### src/rtl/pixel_frame_sequencer.sv
// Frame capture controller: global erase, programmable exposure, then a raster
// readout with a per-pixel read/convert handshake to the column ADC and a valid/ready result stream.
module pixel_frame_sequencer #(
  parameter int NUM_PIXELS   = 64,
  parameter int ERASE_CYCLES = 5,
  parameter int EXP_W        = 16,
  parameter int ADC_W        = 8,
  parameter int ADC_TIMEOUT  = 32,
  localparam int AW          = $clog2(NUM_PIXELS) / 2
) (
  input  logic              i_clk,
  input  logic              i_reset,
  input  logic              i_start,
  input  logic              i_continuous,
  input  logic [EXP_W-1:0]  i_exp_time,
  output logic              o_erase,
  output logic              o_expose,
  output logic              o_read,
  output logic              o_convert,
  output logic [AW-1:0]     o_row_addr,
  output logic [AW-1:0]     o_col_addr,
  output logic              o_adc_start,
  input  logic              i_adc_done,
  input  logic [ADC_W-1:0]  i_adc_data,
  output logic              o_pix_valid,
  input  logic              i_pix_ready,
  output logic [ADC_W-1:0]  o_pix_data,
  output logic [2*AW-1:0]   o_pix_addr,
  output logic              o_frame_done,
  output logic              o_busy,
  output logic              o_adc_err
);

  localparam int ERASE_W = $clog2(ERASE_CYCLES + 1);
  localparam int TO_W    = $clog2(ADC_TIMEOUT + 1);
  localparam int CNT_A   = (EXP_W > ERASE_W) ? EXP_W : ERASE_W;
  localparam int CNT_W   = (CNT_A > TO_W) ? CNT_A : TO_W;

  typedef enum logic [2:0] {
    S_IDLE, S_ERASE, S_EXPOSE, S_READ, S_CONVERT, S_OUTPUT, S_DONE
  } state_t;

  state_t            r_state;
  logic [CNT_W-1:0]  r_cnt;
  logic [EXP_W-1:0]  r_exp;
  logic [AW-1:0]     r_row;
  logic [AW-1:0]     r_col;
  logic              r_erase, r_expose, r_read, r_convert, r_adc_start;
  logic              r_pix_valid, r_frame_done, r_busy, r_adc_err;
  logic [ADC_W-1:0]  r_pix_data;
  logic [2*AW-1:0]   r_pix_addr;

  logic [EXP_W-1:0]  w_exp_lat;
  logic [2*AW-1:0]   w_addr_next;
  logic              w_last;

  // A zero exposure request still exposes for one clock.
  assign w_exp_lat   = (i_exp_time == '0) ? EXP_W'(1) : i_exp_time;
  assign w_addr_next = {r_row, r_col} + (2*AW)'(1);
  assign w_last      = &{r_row, r_col};

  always_ff @(posedge i_clk) begin
    if (i_reset) begin
      r_state      <= S_IDLE;
      r_cnt        <= '0;
      r_exp        <= '0;
      r_row        <= '0;
      r_col        <= '0;
      r_erase      <= 1'b0;
      r_expose     <= 1'b0;
      r_read       <= 1'b0;
      r_convert    <= 1'b0;
      r_adc_start  <= 1'b0;
      r_pix_valid  <= 1'b0;
      r_frame_done <= 1'b0;
      r_busy       <= 1'b0;
      r_adc_err    <= 1'b0;
      r_pix_data   <= '0;
      r_pix_addr   <= '0;
    end else begin
      case (r_state)
        S_IDLE: begin
          if (i_start) begin
            r_state   <= S_ERASE;
            r_erase   <= 1'b1;
            r_busy    <= 1'b1;
            r_cnt     <= CNT_W'(1);
            r_exp     <= w_exp_lat;
            r_adc_err <= 1'b0;
          end
        end
        S_ERASE: begin
          if (r_cnt == CNT_W'(ERASE_CYCLES)) begin
            r_state  <= S_EXPOSE;
            r_erase  <= 1'b0;
            r_expose <= 1'b1;
            r_cnt    <= CNT_W'(1);
          end else begin
            r_cnt <= r_cnt + CNT_W'(1);
          end
        end
        S_EXPOSE: begin
          if (r_cnt == CNT_W'(r_exp)) begin
            r_state  <= S_READ;
            r_expose <= 1'b0;
            r_read   <= 1'b1;
          end else begin
            r_cnt <= r_cnt + CNT_W'(1);
          end
        end
        S_READ: begin
          r_state     <= S_CONVERT;
          r_convert   <= 1'b1;
          r_adc_start <= 1'b1;
          r_cnt       <= CNT_W'(1);
        end
        S_CONVERT: begin
          r_adc_start <= 1'b0;
          // A real result wins over a timeout landing in the same cycle.
          if (i_adc_done || (r_cnt == CNT_W'(ADC_TIMEOUT))) begin
            r_state     <= S_OUTPUT;
            r_read      <= 1'b0;
            r_convert   <= 1'b0;
            r_pix_valid <= 1'b1;
            r_pix_addr  <= {r_row, r_col};
            r_pix_data  <= i_adc_done ? i_adc_data : '1;
            if (!i_adc_done) r_adc_err <= 1'b1;
          end else begin
            r_cnt <= r_cnt + CNT_W'(1);
          end
        end
        S_OUTPUT: begin
          if (i_pix_ready) begin
            r_pix_valid <= 1'b0;
            if (w_last) begin
              r_state      <= S_DONE;
              r_frame_done <= 1'b1;
              r_row        <= '0;
              r_col        <= '0;
              r_pix_addr   <= '0;
              r_pix_data   <= '0;
            end else begin
              r_state        <= S_READ;
              r_read         <= 1'b1;
              {r_row, r_col} <= w_addr_next;
            end
          end
        end
        S_DONE: begin
          r_frame_done <= 1'b0;
          // Back-to-back frames keep adc_err so a fault in any frame stays visible.
          if (i_continuous) begin
            r_state <= S_ERASE;
            r_erase <= 1'b1;
            r_cnt   <= CNT_W'(1);
            r_exp   <= w_exp_lat;
          end else begin
            r_state <= S_IDLE;
            r_busy  <= 1'b0;
          end
        end
        default: r_state <= S_IDLE;
      endcase
    end
  end

  assign o_erase      = r_erase;
  assign o_expose     = r_expose;
  assign o_read       = r_read;
  assign o_convert    = r_convert;
  assign o_row_addr   = r_row;
  assign o_col_addr   = r_col;
  assign o_adc_start  = r_adc_start;
  assign o_pix_valid  = r_pix_valid;
  assign o_pix_data   = r_pix_data;
  assign o_pix_addr   = r_pix_addr;
  assign o_frame_done = r_frame_done;
  assign o_busy       = r_busy;
  assign o_adc_err    = r_adc_err;

endmodule

### config.mk
export PLATFORM = sky130hd
export DESIGN_NAME = pixel_frame_sequencer
export DESIGN_NICKNAME = d
export VERILOG_FILES = /design/src/rtl/pixel_frame_sequencer.sv
export SDC_FILE = /design/constraint.sdc
export NUM_CORES = 1
export LEC_CHECK = 0
export BUFFER_PORTS_ARGS = -buffer_cell sky130_fd_sc_hd__buf_2
export CORE_ASPECT_RATIO = 0.75
export CORE_UTILIZATION = 51
export DETAILED_ROUTE_END_ITERATION = 16
export PLACE_DENSITY = 0.79
export SETUP_SLACK_MARGIN = 0.4
export SLEW_MARGIN = 40
export SYNTH_ARGS = -nofsm -noshare
export SYNTH_HDL_FRONTEND = slang
export SYNTH_SLANG_ARGS = --single-unit
### constraint.sdc
create_clock -name i_clk -period 2.17 [get_ports i_clk]
set_input_delay 0.3255 -clock i_clk [delete_from_list [all_inputs] [get_ports i_clk]]
set_output_delay 0.3255 -clock i_clk [all_outputs]
set_load 0.02 [all_outputs]
Word-level counts from Yosys, hierarchy flattened --
Index checks and enable logic that the tools add are counted.
Operators by class: $add $sub $neg 2, equality and inequality tests 21, reductions and logical operators 26, multiplexer cells 55
Operators by type and width (count):
- $mux W16 | 8
- $pmux W16 S6 | 1
- $mux W8 | 4
- $pmux W16 S2 | 1
- $mux W3 | 8
- $ne A2 B2 Y1 const B | 12
- $pmux W3 S7 | 1
- $mux W1 | 18
- $mux W6 | 3
- $add A16 B1 Y16 const B | 1
- $eq A16 B16 Y1 | 1
- $eq A16 B3 Y1 const B | 1
- $eq A16 B6 Y1 const B | 1
- $logic_not A16 Y1 | 1
- $pmux W8 S2 | 1
- $reduce_and A3 Y1 | 5
- $reduce_and A5 Y1 | 3
- $pmux W1 S2 | 7
- $pmux W6 S2 | 1
- $reduce_and A4 Y1 | 3
- $reduce_bool A2 Y1 | 6
- $eq A3 B3 Y1 const B | 3
- $add A6 B1 Y6 const B | 1
- $eq A3 B2 Y1 const B | 2
- 8 further kinds | 11
Storage, ports and cells: flip-flop bits (word level) 64, logic and storage cells 120, input port bits 30, output and inout bits 29

Logic depth before layout (Yosys ltp) --
depth after elaboration 4, gate-level depth with buffers 9, gate-level depth less buffers 7

Least setup slack after synthesis --
Ideal clock, no wire load.
kind register to register, start reg r_cnt[3], end reg r_pix_data[6] (netlist: o_pix_data[6]), setup time 122 ps, setup slack 44 ps, path buffers 3, data required time 2048 ps, clock period less this slack 2126 ps, stages on the path, launching flop included 9, data arrival time 2004 ps, path through dfxtp_1 -> buf_6 -> or4_4 -> nor4_4 -> o21ai_2 -> a22o_1 -> buf_6 -> buf_6 -> mux2i_1
Between the ends: word-level cells in the longest chain between the ends 4
RTL lines:
- start, declared | RTL line 44 | logic [CNT_W-1:0] r_cnt;
- start signal, assigned | RTL line 99 | r_cnt <= r_cnt + CNT_W'(1);
- start signal, assigned | RTL line 108 | r_cnt <= r_cnt + CNT_W'(1);
- start signal, assigned | RTL line 129 | r_cnt <= r_cnt + CNT_W'(1);
- $eq A16 B6 Y1 | RTL line 120 | if (i_adc_done || (r_cnt == CNT_W'(ADC_TIMEOUT))) begin
- $logic_or A1 B1 Y1 | RTL line 120
- $ne A2 B2 Y1 (no line)
- $reduce_and A4 Y1 (no line)
- end signal, assigned | RTL line 126 | r_pix_data <= i_adc_done ? i_adc_data : '1;
- end, declared | RTL line 50 | logic [ADC_W-1:0] r_pix_data;
No other way between the ends. A chain may end at the register's enable or synchronous reset.

Worst setup path in the final report --
start reg r_cnt[11], end reg r_pix_addr[1] (netlist: o_pix_addr[1])
Between the ends: word-level cells in the longest chain between the ends 4
RTL lines:
- $eq A16 B6 Y1 | RTL line 120
- $logic_or A1 B1 Y1 | RTL line 120
- $ne A2 B2 Y1 (no line)
- $reduce_and A4 Y1 (no line)
- end signal, assigned | RTL line 125 | r_pix_addr <= {r_row, r_col};
- end, declared | RTL line 51 | logic [2*AW-1:0] r_pix_addr;
No other way between the ends.

==> summary by stage <==
Detailed routing
Dividing the detail-routed via count by the number of cells gives 6.265. After detailed routing, the average wire length per cell comes to between 15 and 20 um. The total wire length is roughly 11000 um. For this run, design rule violations remaining after detail routing come to 0. The residual antenna-violating net count after detailed routing is 0. The total via count after detailed routing is roughly 3.7k. The number of detailed-routing iterations run before antenna repair is 5.

The count of routing violations after the opening detailed-route iteration is 354.

Clock tree
The clock tree synthesis step divided the H-tree into 3 levels. The number of clock sinks is 64. The latest clock arrival within the worst-skew pair is 0.36 ns. The clock tree buffer depth is 2.

The clock root buffer master is sky130_fd_sc_hd__clkbuf_8. Buffers inserted during clock tree synthesis total 9. The total of hold buffers inserted after clock tree synthesis is 0. Clock-pin slew was measured on the worst setup and hold paths at 0.06 ns.

The TritonCTS clock tree is built.

Worst setup path
The arrival time at the worst endpoint is 2.39 ns. By startpoint and endpoint, the worst setup path is classified as flop to flop. On the worst path, the slowest cell contributes a delay of between 0.5 and 0.6 ns. The worst endpoint required time is 2.41 ns. The launching element type of the critical path is a flop. Traced cell by cell, the critical path runs through or4_4, nor4_4, buf_4, o21ai_4, a22o_4, clkbuf_16, mux2i_1. Along the worst path, the maximum fanout reaches 7.

The critical path capture point type is a flop. The slowest stage of the critical path belongs to the cell sky130_fd_sc_hd__or4_4.

STA
The final clock period utilization by the worst path is 99.34%. Based on the critical path, the design can be clocked at up to 463.9 MHz. The tightest hold path in the finished design has a slack of 0.2266 ns. The worst path needs approximately 2.2 ns of the cycle, external delays included.

The number of hold violations in the final report came to 0. The number of endpoints failing setup at the final stage is 0. The max-slew violation total from the final report is 0. The headroom to the max-slew limit is 43.35%. The worst path meets setup with approximately 0.014 ns of slack. Setup repair after global routing could not meet its margin everywhere.

For the pin with the worst max-slew slack, the measured transition is 0.8489 ns. Setup total negative slack on the finished layout was measured at 0 ns. The clock skew is 0.01588 ns.

Synthesis
The post-synthesis sequential area ratio is a little under two fifths. The top flip-flop cell by instance count after synthesis is sky130_fd_sc_hd__dfxtp_1. The mean area per synthesized cell is 8.229 um2. After synthesis, the share of flip-flops with an asynchronous set or reset is 0%.

After Yosys synthesis, full adders, half adders and majority gates account for under 10% of the synthesized area. The number of warning messages in the yosys log is 0. After synthesis the cells add up to 3465 um2. The area share of xor/xnor cells in the synthesized design is under 10%. The synthesized-area fraction occupied by ao, oa, aoi and oai cells is 21.89%. After synthesis, the largest family of logic cells by area is simple AND/OR/NAND/NOR gates. The area fraction in and, or, nand and nor cells after synthesis is between 20% and 30%.

After synthesis the netlist holds a flip-flop and latch count of 64. The number of distinct library cells after synthesis is 56. The gate count after technology mapping is 421. The count of flip-flops with a built-in enable after synthesis is 0. The net count after synthesis is 455. The multiplexer share of the synthesized area is 5.200%.

Cells and area
After routing the design area is 4514 um2. After the last flow step, the layout net total stands at 541. Compared with the post-synthesis result, the final layout area differs by 30.30%. The top cell types in the final layout, fill and taps aside, are 58 x sky130_fd_sc_hd__buf_2, 57 x sky130_fd_sc_hd__dfxtp_1, 44 x sky130_fd_sc_hd__nand2_1, 36 x sky130_fd_sc_hd__buf_4, 35 x sky130_fd_sc_hd__nor2_1. The post-route non-filler standard cell count is 592. 0 antenna diodes ended up in the layout. Once layout is complete, the utilization of the core stands at between 70 and 80%.

The library cell used most frequently in the layout, excluding fill and tap cells, is sky130_fd_sc_hd__buf_2. The proportion of layout cells with a drive suffix above 1 is a little under a third. The number of filler cells placed in the layout is 517.

Place
In this run, placement finished with an instance count of between 500 and 600. The placed instances occupy a cell area of 4065 um2. The worst setup slack after placement is -0.02237 ns. The HPWL after detailed placement is approximately 7200 um. The congestion estimate from routability-driven global placement came to approximately 0.94. Input and output buffers added on the ports amount to 58.

Power
Dividing total power by cell area gives a power density of 860.5 nW/um2. The total design power is 3.885 mW. The analysis attributes to cell leakage a power of 1.951 nW.

VDD sags by at most 476.4 uV.

Die
The effective utilization at floorplan is 53.77%. The count of pins on the block boundary is 59. The floorplan step defined a core boundary enclosing 6444 um2.

The die footprint is just over 7000 um2. From bottom edge to top edge, the die measures roughly 73 um. The horizontal die dimension is 97.17 um. The number of rows created at floorplan is 25.

Global routing
The number of global-route vias before repair is 3355. The number of antenna violations at the first check in global routing is 0. Entering global routing, the biggest net connects 25 pins. The first-pass GRT wire length is 16540 um. For this run the aggregate overflow at the end of global routing stands at 0.

The combined global-route utilization of all metal layers is 29.54%.

Run status
The run finished with clean final reports.

Min path
The min-delay analysis places its worst path in the category input pin to flop.

Job
Max-cap violations in this run came to 0.
## kinds of logic (layout without fill, tap and decap cells)
kind of cell	after synthesis	after routing
AOI/OAI and AO/OA	109	109
xor gates and xnor gates	19	19
adders and majority gates	4	4
buffers and inverters	49	139
DFF	64	64
muxes	18	18
and+or+nand+nor	158	158
## layer usage
metal  up-vias  GRT usage [%]  wire (um)
met1      1755          40.40       4855
li1       1716              -          -
met5         -              0          0
met3        27          6.660        945
met4         0          11.28        204
met2       211          45.85       4864
## timing repair
item                                    in CTS  in global routing
pin swaps                                    7                  8
gates resized for setup                     12                 36
setup buffers                                3                  4
cloned                                       0                  2
endpoints found under the setup margin      49                 55
## power by group
| part | internal, mW | total (mW) | switching (mW) |
|---|---|---|---|
| Combinational | 0.720 | 1.61 | 0.893 |
| Clock | 0.403 | 0.884 | 0.481 |
| Sequential | 1.28 | 1.39 | 0.107 |
## registers in the layout (all words and copies together), names as in the netlist
signal / flops
o_expose: 1
o_convert: 1
o_adc_start: 1
o_adc_err: 1
o_row_addr: 3
o_pix_data: 8
o_pix_addr: 6
r_exp: 16
o_pix_valid: 1
r_cnt: 16
r_state: 3
o_read: 1
o_frame_done: 1
o_busy: 1
o_erase: 1
o_col_addr: 3
## layout make-up
| type | count | area (um2) | area share (%) |
|---|---|---|---|
| Clock buffer | 11 | 131.4 | 2.910 |
| Clock inverter | 4 | 22.52 | 0.4989 |
| Inverter | 18 | 67.56 | 1.497 |
| Multi-Input combinational cell | 308 | 2160 | 47.84 |
| Sequential cell | 64 | 1292 | 28.63 |
| Tap cell | 81 | 101.3 | 2.245 |
| Timing Repair Buffer | 106 | 739.5 | 16.38 |
## critical path: cells and delay by family (launching register included)
family / cells / cell delay, ns
flip-flops: 1 / 0.32
AO/OA/AOI/OAI: 2 / 0.32
buffers and inverters: 2 / 0.37
multiplexers: 1 / 0.12
AND/OR/NAND/NOR: 2 / 0.91
## final timing paths
kind,from,end,slack [ns],cells past startpoint
worst min-delay path,i_exp_time[2],r_exp[2]$_SDFFE_PP0P_,0.23,3
worst max register to register,r_cnt[11]$_SDFFE_PP0P_,o_pix_addr[1]$_SDFFE_PP0P_,0.01,7
worst min register to register,o_read$_SDFFE_PP0P_,o_read$_SDFFE_PP0P_,0.45,2
worst max-delay path,r_cnt[11]$_SDFFE_PP0P_,o_pix_addr[1]$_SDFFE_PP0P_,0.01,7
## cell usage after synthesis, types with 4 or more instances
| master | instances | area, um2 |
|---|---|---|
| sky130_fd_sc_hd__o21ai_0 | 21 | 105.1 |
| sky130_fd_sc_hd__nor4_1 | 11 | 68.82 |
| sky130_fd_sc_hd__o221ai_1 | 4 | 35.03 |
| sky130_fd_sc_hd__nor2_1 | 35 | 131.4 |
| sky130_fd_sc_hd__a21oi_1 | 16 | 80.08 |
| sky130_fd_sc_hd__or3_1 | 5 | 31.28 |
| sky130_fd_sc_hd__a211oi_1 | 6 | 45.04 |
| sky130_fd_sc_hd__nor2b_1 | 8 | 50.05 |
| sky130_fd_sc_hd__o2bb2ai_1 | 5 | 43.79 |
| sky130_fd_sc_hd__nor3_1 | 4 | 20.02 |
| sky130_fd_sc_hd__o2111ai_1 | 4 | 35.03 |
| sky130_fd_sc_hd__nand4_1 | 5 | 31.28 |
| sky130_fd_sc_hd__o32ai_1 | 8 | 70.07 |
| sky130_fd_sc_hd__a22oi_1 | 11 | 82.58 |
| sky130_fd_sc_hd__nand2b_1 | 4 | 25.02 |
| sky130_fd_sc_hd__a221oi_1 | 6 | 52.55 |
| sky130_fd_sc_hd__ha_1 | 4 | 50.05 |
| sky130_fd_sc_hd__nand2_1 | 46 | 172.7 |
| sky130_fd_sc_hd__mux2i_1 | 18 | 180.2 |
| sky130_fd_sc_hd__xor2_1 | 17 | 148.9 |
| sky130_fd_sc_hd__nand3_1 | 17 | 85.08 |
| sky130_fd_sc_hd__dfxtp_1 | 64 | 1281 |
| sky130_fd_sc_hd__o22ai_1 | 8 | 50.05 |
| sky130_fd_sc_hd__inv_1 | 18 | 67.56 |
| sky130_fd_sc_hd__clkbuf_1 | 22 | 82.58 |
(Power assumes the default switching activity.)
